===== src/rtl/regfile_wb_arbiter.sv =====
// Round-robin writeback arbiter (ALU / load return / link) with a registered
// register-file write port and a load scoreboard. Optional macro: WB_BYPASS_EN.
module regfile_wb_arbiter #(
  parameter int DATA_WIDTH  = 32,
  parameter int INDEX_WIDTH = 5,
  parameter int LINK_INDEX  = 31
) (
  input  logic                   clk,
  input  logic                   reset,
  input  logic                   alu_valid,
  output logic                   alu_ready,
  input  logic [INDEX_WIDTH-1:0] alu_index,
  input  logic [DATA_WIDTH-1:0]  alu_data,
  input  logic                   mem_valid,
  output logic                   mem_ready,
  input  logic [INDEX_WIDTH-1:0] mem_index,
  input  logic [DATA_WIDTH-1:0]  mem_data,
  input  logic                   link_valid,
  output logic                   link_ready,
  input  logic [DATA_WIDTH-1:0]  link_data,
  input  logic                   issue_load_valid,
  input  logic [INDEX_WIDTH-1:0] issue_load_index,
  input  logic [INDEX_WIDTH-1:0] rs_index,
  input  logic [INDEX_WIDTH-1:0] rt_index,
  output logic                   rs_busy,
  output logic                   rt_busy,
`ifdef WB_BYPASS_EN
  output logic                   rs_fwd_valid,
  output logic                   rt_fwd_valid,
  output logic [DATA_WIDTH-1:0]  rs_fwd_data,
  output logic [DATA_WIDTH-1:0]  rt_fwd_data,
`endif
  output logic                   write_enable,
  output logic [INDEX_WIDTH-1:0] write_index,
  output logic [DATA_WIDTH-1:0]  write_data
);

  localparam int SB_ENTRIES = 1 << INDEX_WIDTH;
  localparam logic [1:0] SRC_ALU = 2'd0;
  localparam logic [1:0] SRC_MEM = 2'd1;
  localparam logic [INDEX_WIDTH-1:0] LINK_IDX = INDEX_WIDTH'(LINK_INDEX);
  localparam logic [INDEX_WIDTH-1:0] IDX_ZERO = '0;

  logic [1:0]             last_grant_q, last_grant_d;
  logic                   write_enable_q, write_enable_d;
  logic [INDEX_WIDTH-1:0] write_index_q, write_index_d;
  logic [DATA_WIDTH-1:0]  write_data_q, write_data_d;
  logic [SB_ENTRIES-1:0]  sb_q, sb_d;
`ifndef WB_BYPASS_EN
  logic                   clr_pend_q, clr_pend_d;
  logic [INDEX_WIDTH-1:0] clr_idx_q, clr_idx_d;
`endif

  logic [2:0]             grant_s;
  logic [INDEX_WIDTH-1:0] sel_index_s;
  logic [DATA_WIDTH-1:0]  sel_data_s;
  logic                   mem_xfer_s;

  // Round-robin search starting after the last granted requester
  always_comb begin
    grant_s = 3'b000;
    if (reset) begin
      case (last_grant_q)
        SRC_ALU: begin
          if (mem_valid)       grant_s = 3'b010;
          else if (link_valid) grant_s = 3'b100;
          else if (alu_valid)  grant_s = 3'b001;
          else                 grant_s = 3'b000;
        end
        SRC_MEM: begin
          if (link_valid)      grant_s = 3'b100;
          else if (alu_valid)  grant_s = 3'b001;
          else if (mem_valid)  grant_s = 3'b010;
          else                 grant_s = 3'b000;
        end
        default: begin
          if (alu_valid)       grant_s = 3'b001;
          else if (mem_valid)  grant_s = 3'b010;
          else if (link_valid) grant_s = 3'b100;
          else                 grant_s = 3'b000;
        end
      endcase
    end else begin
      grant_s = 3'b000;
    end
  end

  assign alu_ready  = grant_s[0];
  assign mem_ready  = grant_s[1];
  assign link_ready = grant_s[2];
  assign mem_xfer_s = grant_s[1] && (mem_index != IDX_ZERO);

  // Next-state for pointer, write port and scoreboard
  always_comb begin
    sel_index_s    = IDX_ZERO;
    sel_data_s     = '0;
    last_grant_d   = last_grant_q;
    write_index_d  = write_index_q;
    write_data_d   = write_data_q;
    sb_d           = sb_q;
    if (grant_s[0]) begin
      sel_index_s  = alu_index;
      sel_data_s   = alu_data;
      last_grant_d = 2'd0;
    end else if (grant_s[1]) begin
      sel_index_s  = mem_index;
      sel_data_s   = mem_data;
      last_grant_d = 2'd1;
    end else if (grant_s[2]) begin
      sel_index_s  = LINK_IDX;
      sel_data_s   = link_data;
      last_grant_d = 2'd2;
    end else begin
      sel_index_s  = IDX_ZERO;
      sel_data_s   = '0;
    end
    // $0 transfers handshake but never strobe the register file
    write_enable_d = (|grant_s) && (sel_index_s != IDX_ZERO);
    if (write_enable_d) begin
      write_index_d = sel_index_s;
      write_data_d  = sel_data_s;
    end else begin
      write_index_d = write_index_q;
      write_data_d  = write_data_q;
    end
`ifdef WB_BYPASS_EN
    if (mem_xfer_s) sb_d[mem_index] = 1'b0;
    else            sb_d = sb_d;
`else
    clr_pend_d = 1'b0;
    clr_idx_d  = clr_idx_q;
    if (clr_pend_q) sb_d[clr_idx_q] = 1'b0;
    else            sb_d = sb_d;
    // A load re-issued to the returning register keeps its bit set
    if (mem_xfer_s && !(issue_load_valid && issue_load_index == mem_index)) begin
      clr_pend_d = 1'b1;
      clr_idx_d  = mem_index;
    end else begin
      clr_pend_d = 1'b0;
    end
`endif
    if (issue_load_valid && issue_load_index != IDX_ZERO) sb_d[issue_load_index] = 1'b1;
    else                                                  sb_d = sb_d;
  end

  // State registers
  always_ff @(posedge clk or negedge reset) begin
    if (!reset) begin
      last_grant_q   <= 2'd2;
      write_enable_q <= 1'b0;
      write_index_q  <= '0;
      write_data_q   <= '0;
      sb_q           <= '0;
`ifndef WB_BYPASS_EN
      clr_pend_q     <= 1'b0;
      clr_idx_q      <= '0;
`endif
    end else begin
      last_grant_q   <= last_grant_d;
      write_enable_q <= write_enable_d;
      write_index_q  <= write_index_d;
      write_data_q   <= write_data_d;
      sb_q           <= sb_d;
`ifndef WB_BYPASS_EN
      clr_pend_q     <= clr_pend_d;
      clr_idx_q      <= clr_idx_d;
`endif
    end
  end

  assign write_enable = write_enable_q;
  assign write_index  = write_index_q;
  assign write_data   = write_data_q;
  assign rs_busy      = sb_q[rs_index] && (rs_index != IDX_ZERO);
  assign rt_busy      = sb_q[rt_index] && (rt_index != IDX_ZERO);

`ifdef WB_BYPASS_EN
  assign rs_fwd_valid = write_enable_q && (write_index_q == rs_index) && (rs_index != IDX_ZERO);
  assign rt_fwd_valid = write_enable_q && (write_index_q == rt_index) && (rt_index != IDX_ZERO);
  assign rs_fwd_data  = write_data_q;
  assign rt_fwd_data  = write_data_q;
`endif

endmodule


===== config.mk =====
export PLATFORM = sky130hd
export DESIGN_NAME = regfile_wb_arbiter
export DESIGN_NICKNAME = d
export VERILOG_FILES = /design/src/rtl/regfile_wb_arbiter.sv
export SDC_FILE = /design/constraint.sdc
export NUM_CORES = 1
export LEC_CHECK = 0
export CORE_AREA = 2 2 125 127
export CTS_BUF_LIST = sky130_fd_sc_hd__clkbuf_8
export CTS_CLUSTER_SIZE = 40
export DETAILED_ROUTE_END_ITERATION = 8
export DIE_AREA = 0 0 127 129
export GPL_TIMING_DRIVEN = 0
export HOLD_SLACK_MARGIN = 0.02
export PLACE_DENSITY = 0.63
export SLEW_MARGIN = 20
export SYNTH_ARGS = -nofsm -noshare
export SYNTH_HDL_FRONTEND = slang
export SYNTH_SLANG_ARGS = --single-unit
export TNS_END_PERCENT = 1

===== constraint.sdc =====
create_clock -name clk -period 4.85 [get_ports clk]
set_input_delay 1.455 -clock clk [delete_from_list [all_inputs] [get_ports clk]]
set_output_delay 1.455 -clock clk [all_outputs]
set_load 0.1 [all_outputs]

==> key figures <==
Setup path
  • Cells along the critical path: clkbuf_1 > mux4_2 > mux4_2 > nand2_1 > o21ai_2 > dlygate4sd2_1
  • Critical path's top delay family: buffers and inverters
  • Slowest-stage cell, CP: dlygate4sd2_1
  • Worst path bufs/invs: 2
  • Worst path arrival time: approximately 3.5 ns
  • CP endpoint kind: primary output
  • Crit-path max cell delay: between 0.5 and 0.6 ns
  • Crit path launch type: primary input
  • Crit-path max FO: 8
  • Crit-path most repeated cell: mux4_2
  • Worst EP required: 3.39 ns
  • Crit path kind: primary input to primary output

Power and ir drop
  • Power per cell area: just over 500 mW/mm^2
  • VDD IR-drop max: between 0.5 and 0.6 mV
  • Pleak: 2.411 nW

Global routing
  • Global-route wire length before repair: around 22,000 microns
  • Number of global-route vias before repair: about 4,200
  • GRT Overall Usage: 17.02%
  • Initial antenna violation count: 0
  • GRT overflow: 0
  • Largest net degree at the start of global routing: 60

Synth
  • Synthesized area: about 0.0041 sq mm
  • Fraction of registers with async set/reset: 100.0%
  • Ys Warns: 0
  • Synth Net Count: 500
  • Post-synth EDFFs: 0
  • Post-synthesis cell type count: 37
  • Yosys reg bits: 77
  • Top_reg_cell synth: dfrtp_1
  • Post-synthesis instance total: about 370
  • Syn_area_per_cell: approximately 11 sq um
  • Register area share after synthesis: between 40% and 50%

Final layout
  • Nets: 672
  • Number of inserted diodes: 0
  • Multi-input gate area in the final layout: a little under 0.002 sq mm
  • Register Area: approximately 0.0019 sq mm
  • P&R area growth vs syn: 50.11%
  • Filler cell count: between 1,000 and 1,500
  • Layout cell share with drive strength beyond 1: between 10% and 20%
  • Fin util: around two fifths
  • Design area: roughly 0.0062 sq mm

Timing
  • Final worst setup slack: -0.05191 ns
  • Worst Max-Slew Pin Slew: roughly 1.0 ns
  • Hold WS: 0.5024 ns
  • Slew HR: between 30% and 40%
  • Setup_tns: -0.05191 ns
  • Tcrit/Tclk final: 101.1%
  • Final Hold Viols: 0
  • Setup violations, final: 1
  • Layout Skew: 0.01459 ns
  • Max Slew Vio Count: 0
  • Final Critical Period: 4.902 ns
  • RSZ-0062 raised after global routing: yes
  • Fmax: roughly 200 MHz

Placement
  • Detailed Place HPWL: about 11,000 microns
  • IO buf count: 160
  • Pre-CTS WS: -0.7831 ns
  • Gpl congestion: ~0.84
  • Placed Area: 0.006006 sq mm

Clock network
  • CTS buffer count: 9
  • Post-cts hold buffer count: 0
  • Post_cts resized: 22
  • Clock latency on the worst-skew pair: around 0.35 ns
  • H-Tree Depth: 3
  • Root buffer cell: clkbuf_8
  • # clock sinks: 77
  • TritonCTS clock tree: done
  • Setup Buffers After CTS: 0
  • Clock tree buffer depth: 2
  • Worst-path clk slew: ~0.070 ns

Status
  • Failing checks: setup timing
  • Status: finished, violations left

Drt
  • Detailed Routing Iterations Pass 1: 5
  • DRC errors left: 0
  • First DRT Iteration DRCs: 319
  • Routed wire length: 13,780 microns
  • Antenna-violating nets left: 0
  • Vias/cell: between 5 and 6
  • Routed WL per cell: roughly 19 microns
  • Detailed-route via count: about 3,900

Floorplanning
  • Floorplan Core Area: between 0.01 and 0.015 sq mm
  • Die area: 0.01638 sq mm
  • Horiz. Die Dim: about 130 microns
  • Die Y: 129 microns
  • Initial Util: between 20 and 30%
  • I/O pin count: 170
  • Row count: 45

Min path
  • Hold Path Class: register to register

Flow run
  • Max_cap viols: 0
==> cell usage after synthesis, types with 3 or more instances <==
library cell | number | area, sq um
clkbuf_1 | 20 | 75.07
nand3_1 | 8 | 40.04
dfrtp_1 | 76 | 1902
buf_6 | 3 | 33.78
xor2_1 | 4 | 35.03
a221oi_1 | 4 | 35.03
buf_2 | 3 | 15.01
mux4_2 | 16 | 360.4
o21ai_1 | 3 | 15.01
nand3b_1 | 10 | 75.07
mux2_1 | 5 | 56.30
nor2b_1 | 3 | 18.77
a222oi_1 | 32 | 320.3
nand2_1 | 17 | 63.81
o21ai_0 | 63 | 315.3
nor2_1 | 8 | 30.03
or3b_2 | 5 | 43.79
mux2i_1 | 34 | 340.3
inv_1 | 34 | 127.6
==> where the power goes <==
group          leakage [nW]  switching [mW]  internal [mW]
registers             0.883           0.176          0.856
logic                  1.41            1.14          0.524
clock network         0.115           0.240          0.300
==> final timing paths <==
| check | startpoint | to | slack [ns] | depth (start not counted) |
|---|---|---|---|---|
| setup / recovery | rs_index[2] | rs_busy | -0.05 | 6 |
| hold / removal | write_index[0]$_DFFE_PN0P_ | write_index[0]$_DFFE_PN0P_ | 0.50 | 2 |
| setup reg to reg | last_grant_q[0]$_DFFE_PN0P_ | write_data[12]$_DFFE_PN0P_ | 2.67 | 7 |
| hold reg to reg | write_index[0]$_DFFE_PN0P_ | write_index[0]$_DFFE_PN0P_ | 0.50 | 2 |
| max in group asynchronous | reset | last_grant_q[1]$_DFFE_PN1P_ | 3.21 | 2 |
| min in group asynchronous | reset | sb_q[5]$_DFF_PN0_ | 1.01 | 1 |
==> sequential cells by signal (all words and copies together) (netlist names) <==
| register | cells |
|---|---|
| write_index | 5 |
| clr_pend_q | 1 |
| clr_idx_q | 5 |
| last_grant_q | 2 |
| sb_q | 31 |
| write_data | 32 |
| write_enable | 1 |
==> tightest hold or removal path: cells and delay by family (launching register included) <==
| family | cells | cell delay [ns] |
|---|---|---|
| flops | 1 | 0.35 |
| simple gates | 2 | 0.12 |
==> layout by cell type (no fill, tap or decap), types with 3 or more instances in the layout <==
master / n
buf_2: 3
buf_6: 3
clkbuf_8: 10
clkdlybuf4s50_1: 154
mux4_2: 16
inv_1: 36
mux2_1: 5
nand2_1: 17
dfrtp_1: 76
clkbuf_1: 16
buf_4: 4
a222oi_1: 32
mux2i_1: 34
clkbuf_2: 5
nor2b_1: 3
nor2_1: 8
or3b_2: 5
nand3_1: 8
a221oi_1: 4
o21ai_0: 63
nand3b_1: 10
xor2_1: 4
==> routing by layer <==
metal / wire length (microns) / share of wire (%) / track usage (%)
met5: 0 / 0 / 0
met4: 148 / 1.1 / 5.236
met3: 1025 / 7.4 / 3.701
met2: 7209 / 52 / 30.71
met1: 5396 / 39 / 20.37
==> kinds of logic (layout without fill, tap and decap cells) <==
| family | after synthesis | after routing | synth area share [%] |
|---|---|---|---|
| AOI/OAI and AO/OA | 114 | 114 | 19.61 |
| DFF | 77 | 77 | 46.57 |
| and+or+nand+nor | 62 | 62 | 8.401 |
| buffers and inverters | 60 | 237 | 6.074 |
| muxes | 55 | 55 | 18.28 |
| xor gates and xnor gates | 5 | 5 | 1.058 |
==> final cells by class <==
type | instances | area share, %
Sequential cell | 77 | 31.02
Timing Repair Buffer | 161 | 25.95
Multi-Input combinational cell | 236 | 31.61
Tap cell | 188 | 3.785
Buffer | 26 | 2.074
Clock buffer | 10 | 2.215
Inverter | 34 | 2.054
Clock inverter | 6 | 1.289
==> metrics by stage <==
stage          std cells  total power, mW
3_3_place_gp         721            2.670
3_5_place_dp         722            2.713
2_1_floorplan        373            2.194
4_1_cts              738            3.255
6_report             738            3.231
5_1_grt              738            3.385
(Power assumes the default switching activity.)
